## config.mk

```make
export PLATFORM = sky130hd
export DESIGN_NAME = audio_frame_packer_flat
export DESIGN_NICKNAME = d
export VERILOG_FILES = /design/src/rtl/audio_frame_packer_if.sv /design/src/rtl/audio_frame_packer.sv /design/src/flat_wrapper.sv
export SDC_FILE = /design/constraint.sdc
export NUM_CORES = 1
export LEC_CHECK = 0
export ABC_AREA = 1
export BUFFER_PORTS_ARGS = -buffer_cell sky130_fd_sc_hd__buf_2
export CAP_MARGIN = 25
export CORE_MARGIN = 1
export CORE_UTILIZATION = 55
export DETAILED_ROUTE_END_ITERATION = 8
export PLACE_DENSITY_LB_ADDON = 0.08
export SLEW_MARGIN = 20
export SYNTH_ARGS = -nofsm -noshare
export SYNTH_HDL_FRONTEND = slang
export SYNTH_SLANG_ARGS = --single-unit
```

## constraint.sdc

```tcl
create_clock -name clk -period 1.9 [get_ports clk]
set_input_delay 0.38 -clock clk [delete_from_list [all_inputs] [get_ports clk]]
set_output_delay 0.38 -clock clk [all_outputs]
set_load 0.05 [all_outputs]
```

## src/rtl/audio_frame_packer_if.sv

```systemverilog
// Packer-side bus: PCM strobe, sample fetch handshake, BRAM byte write port,
// transmitter control and status counters.
interface audio_frame_packer_if #(
    parameter int SAMPLE_BITS = 16,
    parameter int BANK_AW     = 10
);
    logic                   pcm_stb;
    logic                   smp_req;
    logic [4:0]             smp_chan;
    logic                   smp_ack;
    logic [SAMPLE_BITS-1:0] smp_data;
    logic                   buf_wr_en;
    logic [BANK_AW:0]       buf_wr_addr;
    logic [7:0]             buf_wr_data;
    logic                   tx_start;
    logic                   tx_bank;
    logic [10:0]            tx_len;
    logic                   tx_busy;
    logic [15:0]            seq;
    logic [15:0]            overrun_cnt;
    logic [15:0]            miss_cnt;

    modport master (
        input  pcm_stb, smp_ack, smp_data, tx_busy,
        output smp_req, smp_chan, buf_wr_en, buf_wr_addr, buf_wr_data,
               tx_start, tx_bank, tx_len, seq, overrun_cnt, miss_cnt
    );

    modport slave (
        output pcm_stb, smp_ack, smp_data, tx_busy,
        input  smp_req, smp_chan, buf_wr_en, buf_wr_addr, buf_wr_data,
               tx_start, tx_bank, tx_len, seq, overrun_cnt, miss_cnt
    );
endinterface

```

## src/rtl/audio_frame_packer.sv

```systemverilog
// Fetches one sample per channel on each PCM strobe, packs them little-endian
// into a ping-pong frame BRAM and hands full frames to the Ethernet transmitter.
module audio_frame_packer #(
    parameter int CHANNELS      = 8,
    parameter int SAMPLE_BITS   = 16,
    parameter int FRAME_SAMPLES = 63,
    parameter int HDR_LEN       = 16,
    parameter int BANK_AW       = 10
) (
    input  logic                 clk,
    input  logic                 rst,
    audio_frame_packer_if.master bus
);
    localparam int BYTES       = SAMPLE_BITS / 8;
    localparam int FRAME_BYTES = HDR_LEN + FRAME_SAMPLES * CHANNELS * BYTES;
    localparam int SW          = $clog2(FRAME_SAMPLES + 1);
    localparam int BW          = (BYTES > 1) ? $clog2(BYTES) : 1;
    localparam logic [10:0] TX_LEN = 11'(FRAME_BYTES);

    if (CHANNELS < 1 || CHANNELS > 32 || SAMPLE_BITS < 8 || SAMPLE_BITS > 32 ||
        (SAMPLE_BITS % 8) != 0 || FRAME_SAMPLES < 1 || HDR_LEN < 16 ||
        FRAME_BYTES > (2 ** BANK_AW)) begin : g_param_check
        $error("audio_frame_packer: invalid parameter combination");
    end

    typedef enum logic [2:0] {IDLE, REQ, WR, NEXT, SEQ_HI, SEQ_LO, LAUNCH} state_e;

    state_e                 state_q, state_d;
    logic [4:0]             chan_q, chan_d;
    logic [SW-1:0]          sidx_q, sidx_d;
    logic [BW-1:0]          byte_q, byte_d;
    logic [SAMPLE_BITS-1:0] shift_q, shift_d;
    logic [BANK_AW-1:0]     wptr_q, wptr_d;
    logic                   bank_q, bank_d;
    logic [1:0]             hold_q, hold_d;
    logic [15:0]            seq_q, seq_d;
    logic [15:0]            overrun_q, overrun_d;
    logic [15:0]            miss_q, miss_d;
    logic                   tx_bank_q, tx_bank_d;
    logic [10:0]            tx_len_q, tx_len_d;
    logic                   tx_go;

    assign tx_go = (state_q == LAUNCH) && !bus.tx_busy && (hold_q == 2'd0);

    always_ff @(posedge clk) begin
        if (rst) begin
            state_q   <= IDLE;
            chan_q    <= '0;
            sidx_q    <= '0;
            byte_q    <= '0;
            shift_q   <= '0;
            wptr_q    <= BANK_AW'(HDR_LEN);
            bank_q    <= 1'b0;
            hold_q    <= '0;
            seq_q     <= '0;
            overrun_q <= '0;
            miss_q    <= '0;
            tx_bank_q <= 1'b0;
            tx_len_q  <= '0;
        end else begin
            state_q   <= state_d;
            chan_q    <= chan_d;
            sidx_q    <= sidx_d;
            byte_q    <= byte_d;
            shift_q   <= shift_d;
            wptr_q    <= wptr_d;
            bank_q    <= bank_d;
            hold_q    <= hold_d;
            seq_q     <= seq_d;
            overrun_q <= overrun_d;
            miss_q    <= miss_d;
            tx_bank_q <= tx_bank_d;
            tx_len_q  <= tx_len_d;
        end
    end

    // Samples land in strictly ascending byte order, so a running write pointer
    // replaces HDR_LEN + (sidx*CHANNELS + chan)*BYTES + b without multipliers.
    always_comb begin
        state_d   = state_q;
        chan_d    = chan_q;
        sidx_d    = sidx_q;
        byte_d    = byte_q;
        shift_d   = shift_q;
        wptr_d    = wptr_q;
        bank_d    = bank_q;
        hold_d    = (hold_q != 2'd0) ? hold_q - 2'd1 : hold_q;
        seq_d     = seq_q;
        overrun_d = overrun_q;
        miss_d    = miss_q;
        tx_bank_d = tx_bank_q;
        tx_len_d  = tx_len_q;

        if (bus.pcm_stb && (state_q != IDLE) && (miss_q != 16'hFFFF)) begin
            miss_d = miss_q + 16'd1;
        end

        case (state_q)
            IDLE: begin
                if (bus.pcm_stb) begin
                    chan_d  = '0;
                    state_d = REQ;
                end
            end
            REQ: begin
                if (bus.smp_ack) begin
                    shift_d = bus.smp_data;
                    byte_d  = '0;
                    state_d = WR;
                end
            end
            WR: begin
                shift_d = shift_q >> 8;
                wptr_d  = wptr_q + BANK_AW'(1);
                byte_d  = byte_q + BW'(1);
                if (byte_q == BW'(BYTES - 1)) begin
                    state_d = NEXT;
                end
            end
            NEXT: begin
                if (chan_q == 5'(CHANNELS - 1)) begin
                    sidx_d  = sidx_q + SW'(1);
                    state_d = (sidx_q == SW'(FRAME_SAMPLES - 1)) ? SEQ_HI : IDLE;
                end else begin
                    chan_d  = chan_q + 5'd1;
                    state_d = REQ;
                end
            end
            SEQ_HI: state_d = SEQ_LO;
            SEQ_LO: state_d = LAUNCH;
            LAUNCH: begin
                if (tx_go) begin
                    bank_d    = ~bank_q;
                    hold_d    = 2'd2;
                    tx_bank_d = bank_q;
                    tx_len_d  = TX_LEN;
                end else if (overrun_q != 16'hFFFF) begin
                    overrun_d = overrun_q + 16'd1;
                end
                seq_d   = seq_q + 16'd1;
                sidx_d  = '0;
                wptr_d  = BANK_AW'(HDR_LEN);
                state_d = IDLE;
            end
            default: state_d = IDLE;
        endcase
    end

    always_comb begin
        bus.smp_req     = (state_q == REQ);
        bus.smp_chan    = chan_q;
        bus.buf_wr_en   = 1'b0;
        bus.buf_wr_addr = '0;
        bus.buf_wr_data = '0;
        case (state_q)
            WR: begin
                bus.buf_wr_en   = 1'b1;
                bus.buf_wr_addr = {bank_q, wptr_q};
                bus.buf_wr_data = shift_q[7:0];
            end
            SEQ_HI: begin
                bus.buf_wr_en   = 1'b1;
                bus.buf_wr_addr = {bank_q, BANK_AW'(14)};
                bus.buf_wr_data = seq_q[15:8];
            end
            SEQ_LO: begin
                bus.buf_wr_en   = 1'b1;
                bus.buf_wr_addr = {bank_q, BANK_AW'(15)};
                bus.buf_wr_data = seq_q[7:0];
            end
            default: ;
        endcase
        bus.tx_start    = tx_go;
        bus.tx_bank     = tx_go ? bank_q : tx_bank_q;
        bus.tx_len      = tx_go ? TX_LEN : tx_len_q;
        bus.seq         = seq_q;
        bus.overrun_cnt = overrun_q;
        bus.miss_cnt    = miss_q;
    end
endmodule

```

## src/flat_wrapper.sv

```systemverilog
// flat-port wrapper written by rule: the top's interface ports become plain ports
module audio_frame_packer_flat 
#(
    parameter int CHANNELS      = 8,
    parameter int SAMPLE_BITS   = 16,
    parameter int FRAME_SAMPLES = 63,
    parameter int HDR_LEN       = 16,
    parameter int BANK_AW       = 10
)
  (clk, rst, bus_pcm_stb, bus_smp_ack, bus_smp_data, bus_tx_busy, bus_smp_req, bus_smp_chan, bus_buf_wr_en, bus_buf_wr_addr, bus_buf_wr_data, bus_tx_start, bus_tx_bank, bus_tx_len, bus_seq, bus_overrun_cnt, bus_miss_cnt);
  audio_frame_packer_if #(.SAMPLE_BITS(SAMPLE_BITS), .BANK_AW(BANK_AW)) bus_i ();
  input  logic clk;
  input  logic rst;
  input wire logic [$bits(bus_i.pcm_stb)-1:0] bus_pcm_stb;
  input wire logic [$bits(bus_i.smp_ack)-1:0] bus_smp_ack;
  input wire logic [$bits(bus_i.smp_data)-1:0] bus_smp_data;
  input wire logic [$bits(bus_i.tx_busy)-1:0] bus_tx_busy;
  output wire logic [$bits(bus_i.smp_req)-1:0] bus_smp_req;
  output wire logic [$bits(bus_i.smp_chan)-1:0] bus_smp_chan;
  output wire logic [$bits(bus_i.buf_wr_en)-1:0] bus_buf_wr_en;
  output wire logic [$bits(bus_i.buf_wr_addr)-1:0] bus_buf_wr_addr;
  output wire logic [$bits(bus_i.buf_wr_data)-1:0] bus_buf_wr_data;
  output wire logic [$bits(bus_i.tx_start)-1:0] bus_tx_start;
  output wire logic [$bits(bus_i.tx_bank)-1:0] bus_tx_bank;
  output wire logic [$bits(bus_i.tx_len)-1:0] bus_tx_len;
  output wire logic [$bits(bus_i.seq)-1:0] bus_seq;
  output wire logic [$bits(bus_i.overrun_cnt)-1:0] bus_overrun_cnt;
  output wire logic [$bits(bus_i.miss_cnt)-1:0] bus_miss_cnt;
  assign bus_i.pcm_stb = bus_pcm_stb;
  assign bus_i.smp_ack = bus_smp_ack;
  assign bus_i.smp_data = bus_smp_data;
  assign bus_i.tx_busy = bus_tx_busy;
  assign bus_smp_req = bus_i.smp_req;
  assign bus_smp_chan = bus_i.smp_chan;
  assign bus_buf_wr_en = bus_i.buf_wr_en;
  assign bus_buf_wr_addr = bus_i.buf_wr_addr;
  assign bus_buf_wr_data = bus_i.buf_wr_data;
  assign bus_tx_start = bus_i.tx_start;
  assign bus_tx_bank = bus_i.tx_bank;
  assign bus_tx_len = bus_i.tx_len;
  assign bus_seq = bus_i.seq;
  assign bus_overrun_cnt = bus_i.overrun_cnt;
  assign bus_miss_cnt = bus_i.miss_cnt;
  audio_frame_packer #(.CHANNELS(CHANNELS), .SAMPLE_BITS(SAMPLE_BITS), .FRAME_SAMPLES(FRAME_SAMPLES), .HDR_LEN(HDR_LEN), .BANK_AW(BANK_AW)) u_core (.clk(clk), .rst(rst), .bus(bus_i));
endmodule
```

==> summary.md, run 1 <==
Clock slew at the register clock pins of the worst setup and hold paths: 0.10 ns. In this run, flip-flops and latches consume 41.5% of the power. The fraction of final layout cells with drive strength greater than 1 was 24.7%; the via density per instance was 5.37.

The switching power share of the total is 37.3%. At the later pin of the worst-skew pair, clock insertion delay measures 0.37 ns. During synthesis, Yosys emitted a total of 0 warnings. The clock passes through at most 2 buffers.

Counting the buffers created by CTS gives 9. Entering global routing, the biggest net connects 41 pins. The post-synthesis area per instance works out to 6.60 sq um. The tools report the source of the critical timing path as u_core.state_q[1]$_SDFFE_PP0P_. The total iterations of the first detailed-routing run was 5; the number of enable-type register cells in the synthesized netlist was 0. The tools report the count of final max-slew check failures as 0. After detailed routing, the number of remaining DRC violations is 0. Final count of negative-setup-slack endpoints: 15. STA classifies the critical path endpoint as a primary output.

The worst setup slack after layout came out at -0.0927 ns. The final reports fail on negative setup slack. At the end of routability-driven placement, the weighted congestion stood at 0.890. The run finished, with violations left.

STA puts the critical path data required time at 1.52 ns. For this run, the post-layout net count is 965. The number of register bits inferred by synthesis was 104; the part of the power in the clock network was 24.7%. The area added between synthesis and finish was 33.1%; the number of distinct library cell variants in the gate-level netlist after synthesis was 34. Input and output buffers added on the ports amount to 107. The filler cell count was 717.

The depth of the CTS H-tree is 3. The number of nets handed over by synthesis was 818. Along the worst path, the maximum fanout reaches 8. The cell area after synthesis is 5220 sq um, and the depth of the worst register-to-register path is 11. In this run the critical register-to-register path is launched from u_core.state_q[1]$_SDFFE_PP0P_.

The tools report the number of global-route vias before repair as 5204. In this run the critical register-to-register path is captured at u_core.bus.overrun_cnt[5]$_SDFFE_PP0P_. Setup repair after global routing could not meet its margin everywhere. Dividing total power by cell area gives a power density of 879 nW/um^2.

The min-delay analysis places its worst path in the category in2reg. The portion of the clock cycle consumed by the worst path in the final layout is 105%, and the switching power is 2280 uW. For this design the static power due to leakage is 0.00291 uW.

The share of the synthesized area in the top cell type was 39.9%; the minimum setup slack after placement was -0.0733 ns. TritonCTS built the clock tree. The first global-routing pass estimated 23000 um of wire.

The die is 99.4 um tall. The combined global-route utilization of all metal layers came out at 28.7%. In the post-synthesis netlist, the biggest area contributors are dfxtp_1, nand2_1, nor2_1, inv_1, a21oi_1.

The run gives 104 as the number of sinks on the clock net. Hold repair after CTS inserted 0 buffers. Measured against its own limit, the worst slew margin works out to 61.0%.

At the pin with the least slew margin, the transition time is 0.586 ns. The tools report the post-route antenna net violation count as 0. In this run the horizontal extent of the chip is 99.4 um. The most used flip-flop cell after synthesis is dfxtp_1. In this run the count of I/O pins placed on the die edge is 108. The die area was 9880 sq um. The setup check on the worst reg-to-reg path leaves a slack of 0.11 ns. The endpoint of the worst setup timing path is bus_buf_wr_data[2].

The cell row count is 35, and the initial cell density of the core is 56.7%. Static timing analysis puts the maximum clock frequency at 0.502 GHz. After synthesis, the most frequently instantiated cells are nand2_1, dfxtp_1, nor2_1, inv_1, a21oi_1.

The minimum clock period after layout was 1.99 ns. Across the VDD grid, the largest voltage drop is 0.000502 V. The detailed router finished its first iteration with 247 violations.

The most frequent cell after synthesis is nand2_1. The setup path with the least slack is of type reg2out. Global routing finished with a remaining overflow of 0. The share of flip-flops with an asynchronous set or reset was 0%. The post-synthesis cell type with the largest combined area is dfxtp_1. 0 antenna diodes ended up in the layout.

STA classifies the critical path startpoint as a flop. The max capacitance violation total came out at 0. Summing all placed instances gives a cell area of 6230 sq um.

The internal power consumption came out at 3830 uW. Summed over all nets, the half-perimeter wirelength after detailed placement is 9700 um. The routed length per placed instance is 13.5 um. The cell sitting at the root of the clock tree is a clkbuf_8. Worst endpoint data arrival time: 1.61 ns. With fillers left out, the area of the finished cells amounts to 6950 sq um.

The logs give 0 for the final number of hold-violating endpoints and 39.9% for the sequential share of the synthesized area. The worst clock skew on the final layout is 0.0125 ns. Synthesized netlist cell count: 790. For the area inside the core boundary, the log shows 9200 sq um. The tightest hold path in the finished design has a slack of 0.256 ns. The combinational group share of total power is 33.8%. The detailed-route via count came out at 5654. The logs give 0 for the initial antenna violation count and 14200 um for the total detailed-routing wirelength.
state kept, by name, indices dropped and copies added (netlist names), 2 cells and up:
name / flops
u_core.tx_len_q: 11
u_core.wptr_q: 10
u_core.bus.overrun_cnt: 16
u_core.bus.miss_cnt: 16
u_core.bus.smp_chan: 5
u_core.hold_q: 2
u_core.state_q: 3
u_core.shift_q: 16
u_core.bus.seq: 16
u_core.sidx_q: 6
per-stage QoR:
step	setup TNS, ns	cells	power [uW]	util [%]
after floorplan	-3.61	790	3760	-
after CTS	-1.13	1050	5960	73.7
after global routing	-2.43	1052	6380	75.5
final	-0.852	1052	6100	75.5
after detailed placement	-0.609	1028	4220	67.8
after global placement	-0.278	1028	4180	67.8
cells by family after synthesis:
logic type / Yosys count / share of synthesized area (%)
DFF: 104 / 39.9
AOI/OAI and AO/OA: 135 / 14.5
buffers and inverters: 126 / 9.38
xor gates and xnor gates: 16 / 2.69
adders and majority gates: 7 / 1.68
and+or+nand+nor: 402 / 31.8
cell usage in the layout, fill, tap and decap left out, types with 5 or more instances in the layout:
cell type	netlist	layout
nor2_4	2	18
buf_4	2	42
xnor2_1	7	7
a21oi_1	70	69
nand2_1	217	211
o221ai_1	16	9
nand2_2	1	5
ha_1	7	7
xor2_1	9	9
dfxtp_1	104	98
nor2_1	104	82
inv_1	102	99
buf_6	0	33
clkbuf_8	0	9
nand4_1	17	17
nor2_2	2	8
nand3_1	34	34
nor3_1	20	19
buf_2	7	75
o21ai_0	40	37
o221ai_2	0	6
power groups by stage:
stage / combinational [uW] / sequential, uW / clock, uW
global route: 2230 / 2550 / 1600
detailed placement: 1670 / 2550 / 0
global placement: 1640 / 2540 / 0
floorplan: 1090 / 2660 / 0
finish: 2070 / 2530 / 1510
CTS: 1930 / 2520 / 1510
worst min-delay path by stage:
stage | slack (ns) | endpoint | depth (start not counted) | from
CTS | 0.25 | u_core.shift_q[11]$_SDFFE_PP0P_ | 3 | bus_smp_data[11]
floorplan | 0.41 | u_core.hold_q[0]$_SDFF_PP0_ | 1 | u_core.hold_q[0]$_SDFF_PP0_
global placement | 0.43 | u_core.hold_q[0]$_SDFF_PP0_ | 1 | u_core.hold_q[0]$_SDFF_PP0_
detailed placement | 0.43 | u_core.hold_q[0]$_SDFF_PP0_ | 1 | u_core.hold_q[0]$_SDFF_PP0_
finish | 0.26 | u_core.shift_q[9]$_SDFFE_PP0P_ | 3 | bus_smp_data[9]
global route | 0.26 | u_core.shift_q[12]$_SDFFE_PP0P_ | 3 | bus_smp_data[12]
worst max-delay path, stage by stage (launching register included):
cell      delay [ns]
dfxtp_4         0.40
inv_4           0.05
nor2_4          0.12
nand2_4         0.09
buf_12          0.15
o221ai_2        0.22
buf_6           0.20
per-layer routing:
metal | part of all wire [%] | vias to the layer above | track usage [%]
met5 | 0 | - | 0
met4 | 2.0 | 0 | 12.2
met3 | 6.9 | 30 | 4.78
met2 | 48 | 229 | 49.3
met1 | 43 | 2557 | 35.6
li1 | - | 2838 | -
final cells by class:
cell class / instances / area, sq um / share of cell area [%]
sequential: 104 / 2090 / 30.2
inverter: 105 / 407 / 5.85
multi-input combinational: 560 / 2890 / 41.6
clock inverter: 5 / 81.3 / 1.17
tap: 111 / 139 / 2.00
timing repair buffer: 157 / 1210 / 17.4
clock buffer: 10 / 128 / 1.84
timing repair:
| item | 4_1_cts | 5_1_grt |
|---|---|---|
| cloned | 2 | 0 |
| buffers inserted | 5 | 2 |
| pin swaps | 8 | 4 |
| gates resized for setup | 76 | 44 |
| setup endpoints to repair | 33 | 53 |
| hold endpoints to repair | 0 | 0 |
Note: power is estimated with default switching activity, not from simulation.
==> run 2, diff against run 1 <==
--- a/config.mk
+++ b/config.mk
@@ -9,8 +9,9 @@
 export BUFFER_PORTS_ARGS = -buffer_cell sky130_fd_sc_hd__buf_2
 export CAP_MARGIN = 25
 export CORE_MARGIN = 1
-export CORE_UTILIZATION = 55
+export CORE_UTILIZATION = 59
 export DETAILED_ROUTE_END_ITERATION = 8
+export GPL_ROUTABILITY_DRIVEN = 0
 export PLACE_DENSITY_LB_ADDON = 0.08
 export SLEW_MARGIN = 20
 export SYNTH_ARGS = -nofsm -noshare
==> constraint.sdc (replaced) <==
create_clock -name clk -period 2.3 [get_ports clk]
set_input_delay 0.46 -clock clk [delete_from_list [all_inputs] [get_ports clk]]
set_output_delay 0.46 -clock clk [all_outputs]
set_load 0.05 [all_outputs]
==> run 2 against run 1 <==
The flow now finishes without violations. Largest cell class unchanged. Sequential cell count is the same. Largest power group unchanged. Clock skew increased by 0.0036 ns. Critical endpoint is now bus_buf_wr_addr[3]. Sequential power shrank 18%. Wire length decreased by 7.8%. Core utilization fell by 1.8 points. Via count down 3.4%. Total power is 27% lower. Critical path type unchanged. Sequential share of layout area increased by 3.6 points. Design area is 11% lower. Count of clock-buffer cells in the layout shrank 1. Worst hold slack improved by 0.084 ns. Non-clock buffer count shrank 37.
==> summary.md, run 2 (synthesized netlist as in run 1, its figures left out) <==
The combinational group share of total power is 30.1% (-3.7 points). The max capacitance violation total was 0 (unchanged); the via density per instance was 5.41 (+0.62%). The post-route antenna net violation count is 0 (unchanged), and the number of buffers on the longest clock path is 2 (unchanged). The highest ir drop seen on vdd is 0.000601 V (+20%), and the relative contribution of sequential cells to total power is 46.7% (+5.2 points). The logs give 0 (unchanged) for the initial antenna violation count and 0 (unchanged) for the leftover overflow at the end of global routing. In this run the most critical hold path is launched from bus_smp_data[11].

The area growth from synthesis to layout is 18.5%. The run gives 28.9% (+0.27 points) as the combined global-route utilization of all metal layers. The run gives 33 (-5.7%) as the cell row count. By startpoint and endpoint, the worst setup path is classified as reg2out.

The switching power share of the total is 38.7% (+1.4 points), and the total half-perimeter wirelength after legalization and detailed placement is 9530 um (-1.8%). The die extent in y came out at 96.0 um (-3.4%). The final number of hold-violating endpoints is 0 (unchanged), and the routed length per placed instance is 13.0 um (-4.0%). The worst path uses 94.6% of the clock period. Total iterations of the first detailed-routing run: 5 (unchanged). The beginning of the worst register-to-register path is u_core.state_q[1]$_SDFFE_PP0P_. The switching power was 1720 uW (-24%); the number of sinks on the clock net was 104 (unchanged). Tightest slew margin relative to the limit: 56.5% (-4.4 points). The power density over the cells was 719 nW/um^2 (-18%). The hold buffer count at CTS is 0 (unchanged). The area inside the core boundary was 8380 sq um (-8.9%). The run gives 2720 uW (-29%) as the internal power consumption. STA classifies the critical path startpoint as a flop. The worst endpoint data arrival time is 1.72 ns (+0.11 ns), and the transition time of the tightest slew-check pin is 0.652 ns (+0.0662 ns).

The total CTS buffers came out at 9 (unchanged). The number of global-route vias before repair was 4738 (-9.0%); the worst setup slack after layout was 0.124 ns (+0.217 ns). The wire length of the first global-routing pass is 21000 um (-8.8%), and the die span in x is 96.0 um (-3.4%). The run gives 61 (+49%) as the pin count of the biggest net entering global routing. The final count of negative-setup-slack endpoints was 0 (-15); the minimum setup slack after placement was 0.0128 ns (+0.0861 ns). The quantity of I/O buffers inserted on ports is 107 (unchanged), and the post-layout net count is 928 (-3.8%). Commonest non-fill, non-tap cell in the layout: nand2_1. The antenna cell count is 0 (unchanged). Initial cell density of the core: 62.2% (+5.5 points). TritonCTS built the clock tree.

The die area is 9220 sq um (-6.6%). The number of DRC markers in iteration 0 was 266 (+7.7%). In the layout the commonest cells are nand2_1, dfxtp_1, inv_1, nor2_1, buf_2. Based on the critical path, the design can be clocked at up to 0.460 GHz. The sum of negative setup slack is 0 ns (+0.852 ns), and the required time of the worst setup path is 1.84 ns (+0.32 ns).

The total detailed-routing wirelength is 13100 um (-7.8%), and the minimum clock period after layout is 2.18 ns. The fraction of final layout cells with drive strength greater than 1 is 18.5% (-6.2 points), and the leakage power is 0.00264 uW (-9.4%). The depth of the CTS H-tree is 3 (unchanged).

The worst clock skew on the final layout came out at 0.0161 ns (+0.00357 ns). The kind of end point of the critical path was a primary output. The DRC violation count after routing is 0 (unchanged), and the part of the power in the clock network is 23.2% (-1.5 points).

The flow ran to the end, and the final reports show no timing, DRC or antenna violations. The reg-to-reg setup timing slack is 0.41 ns (+0.30 ns), and the detailed-route via count is 5462 (-3.4%). The tree is rooted in a clkbuf_8. The highest fanout seen on the critical path works out to 10 (+2).

Clock slew at the register clock pins of the worst setup and hold paths: 0.10 ns (about the same). The critical path starts at u_core.state_q[0]$_SDFFE_PP0P_. The logs give 108 (unchanged) for the number of primary I/O pins and 0.37 ns (about the same) for the clock latency on the worst-skew pair. The class of the tightest hold or removal check is in2reg.

For the count of final max-slew check failures, the log shows 0 (unchanged).
## run 2: path summary, 6_finish.rpt
check,end,depth (start not counted)
setup / recovery,bus_buf_wr_addr[3],7
hold / removal,u_core.shift_q[11]$_SDFFE_PP0P_,3
setup reg to reg,u_core.bus.overrun_cnt[13]$_SDFFE_PP0P_,9
hold reg to reg,u_core.tx_len_q[2]$_SDFFE_PP0N_,2
## run 2: area by class of cell
class	instances	area, sq um
fill	718	2200
timing repair buffer	120	698
sequential	104	2090
inverter	105	394
clock buffer	9	124
tap	105	131
multi-input combinational	560	2700
clock inverter	7	45.0
## run 2: power groups by stage
stage                     clock network [uW]  logic (uW)  registers [uW]
final                                   1030        1340            2070
after CTS                               1040        1320            2060
after global routing                    1130        1470            2090
after floorplan                            0         893            2200
after detailed placement                   0        1280            2100
after global placement                     0        1250            2100
## run 2: metal layers
layer / vias up / global-route usage [%] / part of all wire [%]
li1: 2759 / - / -
met1: 2506 / 36.8 / 44
met2: 178 / 50.2 / 48
met3: 19 / 4.58 / 6.6
met4: 0 / 8.83 / 1.4
met5: - / 0 / 0
## run 2: per-stage QoR
| stage | power (uW) | utilization, % | cell area (sq um) | hold slack (ns) | std cells |
|---|---|---|---|---|---|
| after detailed placement | 3390 | 70.6 | 5910 | 0.428 | 993 |
| after global routing | 4690 | 73.7 | 6180 | 0.336 | 1010 |
| after global placement | 3340 | 70.6 | 5910 | 0.418 | 993 |
| final | 4440 | 73.7 | 6180 | 0.340 | 1010 |
| after floorplan | 3090 | - | 5240 | 0.412 | 790 |
| after CTS | 4420 | 73.4 | 6150 | 0.330 | 1010 |
## run 2: what timing repair did
action                                  in CTS  in global routing
buffers inserted                             1                  0
pin swaps                                    1                  0
endpoints found under the setup margin      26                 22
gates resized for setup                     24                 12
## run 2: critical path: stages, from the launching register on
cell and delay (ns):
dfxtp_2 0.38, inv_2 0.08, nor2_2 0.20, nand2_4 0.14, nand2_1 0.14, inv_1 0.09, o21ai_0 0.10, buf_4 0.23
==> run 3, diff against run 2 <==
--- a/config.mk
+++ b/config.mk
@@ -13,6 +13,7 @@
 export DETAILED_ROUTE_END_ITERATION = 8
 export GPL_ROUTABILITY_DRIVEN = 0
 export PLACE_DENSITY_LB_ADDON = 0.08
+export SETUP_SLACK_MARGIN = 0.3
 export SLEW_MARGIN = 20
 export SYNTH_ARGS = -nofsm -noshare
 export SYNTH_HDL_FRONTEND = slang
==> constraint.sdc (replaced) <==
create_clock -name clk -period 2.3 [get_ports clk]
set_input_delay 0.115 -clock clk [delete_from_list [all_inputs] [get_ports clk]]
set_output_delay 0.115 -clock clk [all_outputs]
set_load 0.05 [all_outputs]
==> run 3 against run 2 <==
Core utilization grew 1.2 points. Critical path type unchanged. Combinational power grew 4%. Non-clock buffer count grew 7. Setup slack gained 0.25 ns. Design area grew 1.6%.
==> summary.md, run 3 (synthesized netlist as in run 1, its figures left out) <==
Setup repair after global routing left no endpoint under its margin. The run gives 9560 um (+0.33%) as the total half-perimeter wirelength after legalization and detailed placement. Library cell appearing most often on the critical path: buf_4.

Reg-to-reg setup timing slack: 0.47 ns (+0.06 ns). The initial cell density of the core came out at 62.2% (unchanged). The clock slew at the register clock pins of the worst setup and hold paths works out to 0.09 ns (about the same). The library cells used most frequently in the layout, excluding fill and tap cells, are nand2_1, nor2_1, inv_1, dfxtp_1, buf_2.

The number of DRC markers in iteration 0 is 253 (-4.9%). The logs give 61 (unchanged) for the pin count of the biggest net entering global routing and 9 (unchanged) for the total CTS buffers. The detailed-route via count is 5521 (+1.1%), and the worst clock skew on the final layout is 0.0126 ns (-0.00355 ns). Antenna cell count: 0 (unchanged). The count of final max-slew check failures was 0 (unchanged); the delay contributed by the slowest stage of the critical path was 0.41 ns (+0.03 ns). TritonCTS built the clock tree. Leaving out fill and tap cells, the most frequent cell in the layout is nand2_1.

The tree is rooted in a clkbuf_8. The run gives 13400 um (+2.1%) as the total detailed-routing wirelength. For the relative contribution of sequential cells to total power, the log shows 45.2% (-1.5 points). The sum of negative setup slack came out at 0 ns (unchanged).

The portion of the clock cycle consumed by the worst path in the final layout is 83.9% (-11 points). The run gives 0.00268 uW (+1.7%) as the leakage power. The logs give 992 (-0.10%) for the post-placement cell count and 21600 um (+3.2%) for the wire length of the first global-routing pass.

The final count of negative-setup-slack endpoints is 0 (unchanged), and the switching power is 1760 uW (+2.1%). The highest ir drop seen on vdd was 0.000612 V (+1.8%). The worst endpoint data arrival time is 1.81 ns (+0.09 ns), and the tightest slew margin relative to the limit is 57.3% (+0.78 points).

The fraction of final layout cells with drive strength greater than 1 works out to 18.3% (-0.16 points). The run finished with clean final reports. The kind of end point of the critical path is a primary output. STA classifies the critical path startpoint as a flop. The logs give 2.18 ns (+0.34 ns) for the required time of the worst setup path and 30.2% (about the same) for the combinational group share of total power. The combined global-route utilization of all metal layers was 29.8% (+0.87 points).

The final number of hold-violating endpoints came out at 0 (unchanged). For the internal power consumption, the log shows 2860 uW (+4.9%). The number of sinks on the clock net is 104 (unchanged).

The max capacitance violation total is 0 (unchanged), and the die span in x is 96.0 um (unchanged). The tools report the post-layout net count as 936 (+0.86%). The post-route antenna net violation count is 0 (unchanged), and the highest fanout seen on the critical path is 17 (+7). The tools report the initial antenna violation count as 0 (unchanged).

The total iterations of the first detailed-routing run is 5 (unchanged), and the die extent in y is 96.0 um (unchanged). The critical path goes through inv_2 -> nor2_4 -> nand2_1 -> buf_4 -> o221ai_1 -> buf_4. For the number of standard cells in the layout, taps in and fillers out, the log shows 1018 (+0.79%). The area inside the core boundary is 8380 sq um (unchanged), and the cell row count is 33 (unchanged).

For the leftover overflow at the end of global routing, the log shows 0 (unchanged). The setup path with the least slack is of type reg2out. The tools report the number of global-route vias before repair as 4842 (+2.2%). The run gives 0 (unchanged) as the DRC violation count after routing.

On the critical path, the stage with the largest delay is an instance of dfxtp_2. The area added between synthesis and finish works out to 20.4%. For the maximum operating frequency, the log shows 0.518 GHz (+13%).

Minimum clock period after layout: 1.93 ns (-0.247 ns). The run gives 0.38 ns (about the same) as the clock latency on the worst-skew pair. Depth of the CTS H-tree: 3 (unchanged).

The quantity of I/O buffers inserted on ports was 107 (unchanged); the via density per instance was 5.42 (+0.29%). The routed length per placed instance works out to 13.2 um (+1.3%). The die area was 9220 sq um (unchanged).

Power density over the cells: 734 nW/um^2 (+2.2%). The logs give 4610 uW (+3.8%) for the total power of the final layout and 2 (unchanged) for the number of buffers on the longest clock path. The tools report the worst hold margin as 0.00433 ns (-0.336 ns). The tightest min-delay check is of the in2reg type. The transition time of the tightest slew-check pin was 0.640 ns (-0.0117 ns); the number of primary I/O pins was 108 (unchanged). The switching power share of the total is 38.1% (-0.64 points). The part of the power in the clock network was 24.7% (+1.5 points).
run 3: cell count changes in the layout (fill, tap and decap cells not counted), sizes merged:
cell / before / now
clkinvlp: 1 / 4
bufinv: 0 / 1
dlygate4sd3: 0 / 4
inv: 106 / 103
clkbuf: 12 / 11
buf: 117 / 122
clkinv: 5 / 4
run 3: worst paths after layout:
| check | startpoint | end | cells after the start |
|---|---|---|---|
| hold / removal | bus_smp_data[8] | u_core.shift_q[8]$_SDFFE_PP0P_ | 3 |
| setup / recovery | u_core.state_q[1]$_SDFFE_PP0P_ | bus_buf_wr_data[4] | 6 |
| setup reg to reg | u_core.bus.miss_cnt[1]$_SDFFE_PP0P_ | u_core.bus.miss_cnt[10]$_SDFFE_PP0P_ | 8 |
| hold reg to reg | u_core.tx_len_q[1]$_SDFFE_PP0N_ | u_core.tx_len_q[1]$_SDFFE_PP0N_ | 2 |
run 3: timing repair:
action	4_1_cts	5_1_grt
hold buffers	4	0
resized for setup	26	24
pin swaps	0	2
endpoints found under the setup margin	25	45
hold endpoints to repair	4	0
gates cloned	1	0
buffers inserted	1	4
run 3: layout make-up:
type                    instances  area, sq um
clock buffers                  10          128
clock inverters                 6         60.1
fillers                       685         2100
inverters                     105          398
multi-input cells             560         2720
flip-flops and latches        104         2090
well taps                     105          131
repair buffers                127          754
repair inverters                1         7.51
run 3: through the flow:
stage / cell area [sq um] / setup slack, ns / utilization (%)
2_1_floorplan: 5220 / 0.0534 / -
3_3_place_gp: 5870 / 0.427 / 70.1
3_5_place_dp: 5870 / 0.305 / 70.1
4_1_cts: 6190 / 0.297 / 73.8
5_1_grt: 6280 / 0.232 / 74.9
6_report: 6280 / 0.371 / 74.9
run 3: per-layer routing:
| metal | up-vias | track usage [%] | share of wire [%] |
|---|---|---|---|
| li1 | 2781 | - | - |
| met1 | 2533 | 38.1 | 44 |
| met2 | 186 | 50.5 | 48 |
| met3 | 21 | 5.37 | 6.7 |
| met4 | 0 | 9.95 | 1.7 |
| met5 | - | 0 | 0 |
run 3: critical path, delay by kind of cell, from the launching register on:
| family | cells | cell delay (ns) |
|---|---|---|
| buffers and inverters | 3 | 0.54 |
| flip-flops | 1 | 0.41 |
| AND/OR/NAND/NOR | 2 | 0.25 |
| AO/OA/AOI/OAI | 1 | 0.24 |
run 3: power by group through the flow:
stage                     registers [uW]  logic [uW]  clock network, uW
final                               2080        1390               1140
after global routing                2100        1530               1220
after CTS                           2070        1310               1150
after detailed placement            2110        1290                  0
after floorplan                     2200         893                  0
after global placement              2100        1240                  0
